File: config.mk
export PLATFORM = sky130hd
export DESIGN_NAME = ttt_game_ctrl
export DESIGN_NICKNAME = d
export VERILOG_FILES = /design/src/rtl/ttt_game_ctrl.sv
export SDC_FILE = /design/constraint.sdc
export NUM_CORES = 1
export LEC_CHECK = 0
export CAP_MARGIN = 25
export CELL_PAD_IN_SITES_DETAIL_PLACEMENT = 1
export CELL_PAD_IN_SITES_GLOBAL_PLACEMENT = 2
export CORE_ASPECT_RATIO = 2
export CORE_MARGIN = 1
export CORE_UTILIZATION = 24
export CTS_CLUSTER_SIZE = 14
export DETAILED_ROUTE_END_ITERATION = 8
export HOLD_SLACK_MARGIN = 0.05
export PLACE_DENSITY_LB_ADDON = 0.25
export RECOVER_POWER = 50
export SETUP_SLACK_MARGIN = 0.3
export SYNTH_ARGS = -nofsm -noshare
export SYNTH_HDL_FRONTEND = slang
export SYNTH_SLANG_ARGS = --single-unit
File: constraint.sdc
create_clock -name clk -period 2.5 [get_ports clk]
set_clock_uncertainty 0.15 [all_clocks]
set_input_delay 0.25 -clock clk [delete_from_list [all_inputs] [get_ports clk]]
set_output_delay 0.25 -clock clk [all_outputs]
set_load 0.02 [all_outputs]
File: src/rtl/ttt_game_ctrl.sv
// Tic-tac-toe game controller: owns the X/O boards, sequences AI and player turns, detects win/draw.
// Optional TTT_AI_FALLBACK_EN: an illegal AI move is replaced by the lowest empty cell instead of ending the game.
module ttt_game_ctrl #(
   parameter int AI_WAIT_CYCLES = 2
) (
   input  logic       clk,
   input  logic       rst_n,
   input  logic       start,
   input  logic       move_valid,
   input  logic [8:0] move_in,
   output logic       move_ready,
   input  logic [8:0] ai_move,
   output logic [8:0] x_state,
   output logic [8:0] o_state,
   output logic       move_err,
   output logic       ai_err,
   output logic       game_over,
   output logic [1:0] winner,
   output logic [2:0] dbg_state
);

   localparam int CW = (AI_WAIT_CYCLES < 2) ? 1 : $clog2(AI_WAIT_CYCLES);
   localparam logic [CW-1:0] CNT_LAST = CW'(AI_WAIT_CYCLES - 1);

   typedef enum logic [2:0] {
      IDLE    = 3'd0,
      AI_WAIT = 3'd1,
      CHECK_X = 3'd2,
      PLAYER  = 3'd3,
      CHECK_O = 3'd4,
      DONE    = 3'd5
   } state_t;

   state_t          state, state_next;
   logic [CW-1:0]   cnt, cnt_next;
   logic [8:0]      x_next, o_next, fallback;
   logic [1:0]      winner_next;
   logic            ai_err_next, move_err_next;
   logic [8:0]      occupied;
   logic            board_full;

   // Handshake: a player move transfers on a rising clk edge where move_valid && move_ready.
   // move_ready is high exactly while the FSM sits in PLAYER; an illegal offer is answered by move_err.

   function automatic logic has_line(input logic [8:0] b);
      has_line = (&b[8:6]) | (&b[5:3]) | (&b[2:0])
               | (b[8] & b[5] & b[2]) | (b[7] & b[4] & b[1]) | (b[6] & b[3] & b[0])
               | (b[8] & b[4] & b[0]) | (b[6] & b[4] & b[2]);
   endfunction

   function automatic logic is_one_hot(input logic [8:0] b);
      is_one_hot = (b != 9'd0) && ((b & (b - 9'd1)) == 9'd0);
   endfunction

   assign occupied   = x_state | o_state;
   assign board_full = &occupied;
   assign dbg_state  = state;

   // Lowest-indexed empty cell; scanning downward lets bit 0 win.
   always_comb begin
      fallback = 9'd0;
      for (int i = 8; i >= 0; i--) begin
         if (!occupied[i]) begin
            fallback    = 9'd0;
            fallback[i] = 1'b1;
         end
      end
   end

   always_comb begin
      state_next    = state;
      cnt_next      = cnt;
      x_next        = x_state;
      o_next        = o_state;
      winner_next   = winner;
      ai_err_next   = ai_err;
      move_err_next = 1'b0;
      if (start) begin
         state_next  = AI_WAIT;
         cnt_next    = '0;
         x_next      = 9'd0;
         o_next      = 9'd0;
         winner_next = 2'b00;
         ai_err_next = 1'b0;
      end else begin
         case (state)
            IDLE: ;
            AI_WAIT: begin
               if (cnt == CNT_LAST) begin
                  if (is_one_hot(ai_move) && ((ai_move & occupied) == 9'd0)) begin
                     x_next     = x_state | ai_move;
                     state_next = CHECK_X;
                  end else begin
                     ai_err_next = 1'b1;
`ifdef TTT_AI_FALLBACK_EN
                     x_next      = x_state | fallback;
                     state_next  = CHECK_X;
`else
                     winner_next = 2'b00;
                     state_next  = DONE;
`endif
                  end
               end else begin
                  cnt_next = cnt + 1'b1;
               end
            end
            CHECK_X: begin
               if (has_line(x_state)) begin
                  winner_next = 2'b01;
                  state_next  = DONE;
               end else if (board_full) begin
                  winner_next = 2'b11;
                  state_next  = DONE;
               end else begin
                  state_next = PLAYER;
               end
            end
            PLAYER: begin
               if (move_valid && move_ready) begin
                  if (is_one_hot(move_in) && ((move_in & occupied) == 9'd0)) begin
                     o_next     = o_state | move_in;
                     state_next = CHECK_O;
                  end else begin
                     move_err_next = 1'b1;
                  end
               end
            end
            CHECK_O: begin
               if (has_line(o_state)) begin
                  winner_next = 2'b10;
                  state_next  = DONE;
               end else if (board_full) begin
                  winner_next = 2'b11;
                  state_next  = DONE;
               end else begin
                  cnt_next   = '0;
                  state_next = AI_WAIT;
               end
            end
            DONE: ;
            default: state_next = IDLE;
         endcase
      end
   end

   always_ff @(posedge clk or negedge rst_n) begin
      if (!rst_n) begin
         state      <= IDLE;
         cnt        <= '0;
         x_state    <= 9'd0;
         o_state    <= 9'd0;
         winner     <= 2'b00;
         ai_err     <= 1'b0;
         move_err   <= 1'b0;
         move_ready <= 1'b0;
         game_over  <= 1'b0;
      end else begin
         state      <= state_next;
         cnt        <= cnt_next;
         x_state    <= x_next;
         o_state    <= o_next;
         winner     <= winner_next;
         ai_err     <= ai_err_next;
         move_err   <= move_err_next;
         move_ready <= (state_next == PLAYER);
         game_over  <= (state_next == DONE);
      end
   end

endmodule

==> results.ini <==
[power_and_ir_drop]
power_mw = 1.08
cellPowerDensity_mw_per_mm2 = 365
irDropWorstVdd_mv = 0.205
p_leak_nw = 1.25

[cts]
cts_root_buf = clkbuf_16
path_clk_slew_ns = 0.08
cts_sinks = 28
cts-buffers-inserted = 3
tritoncts = done
clk_latency_ns = 0.27
htreeDepth = 1
clock_path_buffers = 2

[setup_path]
cpMostUsedCell = a222oi_1
cp_data_required_time_ns = 2.51
end_kind = register
arrival_ns = 2.60
slowest_delay_ns = 0.45
r2r-start = o_state[5]
cp_max_fo = 4
startpoint = o_state[5]
critical_path_class = register to register
cp_slowest_cell = a222oi_1
cp-start-kind = register
path_cells = a222oi_1, inv_1, a222oi_1, or3b_4, a21bo_1, o31a_1, a21boi_4

[sta]
drv_slew = 29
worstMarginPinSlew_ns = 1.66
timing.hold.ws_ns = 0.350
rsz0062_at_grt = true
hold_viol_final = 0
slew_headroom_pct = -10.7
finalSetupViolations = 3
period_needed_ns = 2.59
fmax_mhz = 386
timing.final.ws_setup_ns = -0.0900
period_share_pct = 104

[logic_synthesis]
avgSynthCellArea_um2 = 8.73
ys.flop_type = dfrtp_1
ys_seq_area_share_pct = 43.1
synth_area_leaders = dfrtp_1 (43%), a21oi_1 (8.6%), nor2_1 (8.3%)
async_flop_share_pct = 100
synth-xor-area-share_pct = 0.539
syn-num-nets = 208
syn-cell-area_mm2 = 0.00162
yosys-mux-area-fraction_pct = 0
yosysWarningCount = 0
ys_ff_latch = 28
ys_top_cells_by_count = nor2_1 (36), a21oi_1 (28), dfrtp_1 (28)
synth_cell_types = 41
postSynthCellCount = 186
synthAdderAreaFrac_pct = 0
yosysTopAreaCellShare_pct = 43.1
synth_compound_area_share_pct = 30.4
yosys.area.top_type = dfrtp_1
synth_top_family_by_area = compound AO/OA/AOI/OAI gates
yosysMostFrequentCell = nor2_1
synthSimpleGateAreaFrac_pct = 23.1
synth_edf_count = 0

[layout]
final_nets = 317
drive_above_1_share_pct = 36.7
diodes = 0
layout-area-overhead-vs-synth_pct = 82.8

[drt]
drtAntennaViolNets = 0
vias = 1971
drt-total-wl_um = 7080
drt_iter0_drc = 59
wl_per_cell_um = 18.5
drc = 0
vias_per_cell = 5.16
drt_first_pass_iters = 4

[placed_design]
gp_congestion = 0.812
dp_hpwl_um = 5390
portBuffers = 48

[global_route]
grt_pass1_wl_um = 11100
grt_pass1_vias = 2114
grt_max_degree = 29
grt_usage_pct = 21.2
antenna_found_initial = 0
grt-ovfl-total = 0

[floorplanning]
num_rows = 42
start_util_pct = 24.7
dieArea_mm2 = 0.00712
die_x_um = 60.2
io-pin-count = 49
core_area_mm2 = 0.00657
die_y_um = 118

[min_path]
holdCritStartpoint = ai_move[1]
hold_path_class = input port to register

[flow_run]
drv_cap = 1

[status]
status = complete, but fails checks
violations = max-capacitance violations, max-slew violations, negative setup slack

[registers in the layout, summed over array words and instances (netlist names)]
register,count
o_state,9
cnt,1
ai_err,1
move_ready,1
dbg_state,3
x_state,9
game_over,1
winner,2
move_err,1
[layout by cell type, fill, tap and decap left out, drive strengths merged, types with 2 or more instances in the layout]
| cell type | instances |
|---|---|
| o22ai | 3 |
| a222oi | 3 |
| nor2b | 2 |
| dlygate4sd2 | 2 |
| a2bb2oi | 2 |
| nor3b | 3 |
| o21ai | 12 |
| dfrtp | 28 |
| nor4 | 4 |
| inv | 5 |
| o31ai | 4 |
| a31oi | 3 |
| or3 | 4 |
| a22o | 5 |
| nand2 | 8 |
| nand2b | 2 |
| clkdlybuf4s50 | 38 |
| a21oi | 28 |
| nand4 | 5 |
| a22oi | 2 |
| clkbuf | 5 |
| nor3 | 4 |
| o41ai | 4 |
| or3b | 2 |
| nor2 | 36 |
| buf | 61 |
| dlygate4sd3 | 7 |
[cells by family (layout without fill, tap and decap cells)]
family / after synthesis / count (layout)
compound gates: 73 / 73
simple gates: 73 / 73
flops: 28 / 28
buf+inv: 11 / 119
xor+xnor: 1 / 1
[area by class of cell]
class | count | area, µm²
clock buffer | 4 | 88.8
fill | 759 | 3600
inverter | 5 | 18.8
multi-input combinational | 147 | 1060
sequential | 28 | 709
tap | 88 | 110
timing repair buffer | 110 | 980
[what timing repair did]
action                                  4_1_cts  5_1_grt
hold buffers                                  0        0
resized for setup                            32       23
pin swaps                                    11        8
cloned                                        1        0
buffers inserted                              6        2
endpoints found under the setup margin       28       28
[worst paths after layout]
check	endpoint	slack (ns)	cells after the start
worst max-delay path	game_over	-0.09	7
max in group asynchronous	o_state[5]	0.32	2
worst min-delay path	x_state[1]	0.35	3
worst max register to register	game_over	-0.09	7
worst min register to register	ai_err	0.35	2
min in group asynchronous	ai_err	0.80	2
[where the power goes]
part	switching, mW	internal [mW]
registers	0.00917	0.460
logic	0.0956	0.102
clock network	0.169	0.246
[layer usage]
| metal | GRT usage, % | wire, µm | up-vias |
|---|---|---|---|
| met5 | 0 | 0 | - |
| li1 | - | - | 921 |
| met1 | 22.0 | 2460 | 975 |
| met4 | 9.88 | 277 | 0 |
| met3 | 1.86 | 162 | 19 |
| met2 | 39.6 | 4180 | 56 |
[worst max-delay path, delay by kind of cell, from the launching register on]
kind | cells | cell delay, ns
compound gates | 5 | 1.38
flops | 1 | 0.44
buf+inv | 1 | 0.07
simple gates | 1 | 0.44
[per-stage QoR]
| stage | cell area (µm²) | utilization [%] | worst slack [ns] | TNS, ns | instances |
|---|---|---|---|---|---|
| floorplan | 1640 | - | 0.0384 | 0 | 186 |
| global placement | 2600 | 39.5 | -0.339 | -4.57 | 369 |
| detailed placement | 2600 | 39.5 | -0.363 | -5.87 | 369 |
| CTS | 2850 | 43.4 | -0.0110 | -0.0110 | 380 |
| global route | 2970 | 45.2 | -0.198 | -2.38 | 382 |
| finish | 2970 | 45.2 | -0.0900 | -0.176 | 382 |
Power figures use the tool's default switching activity.
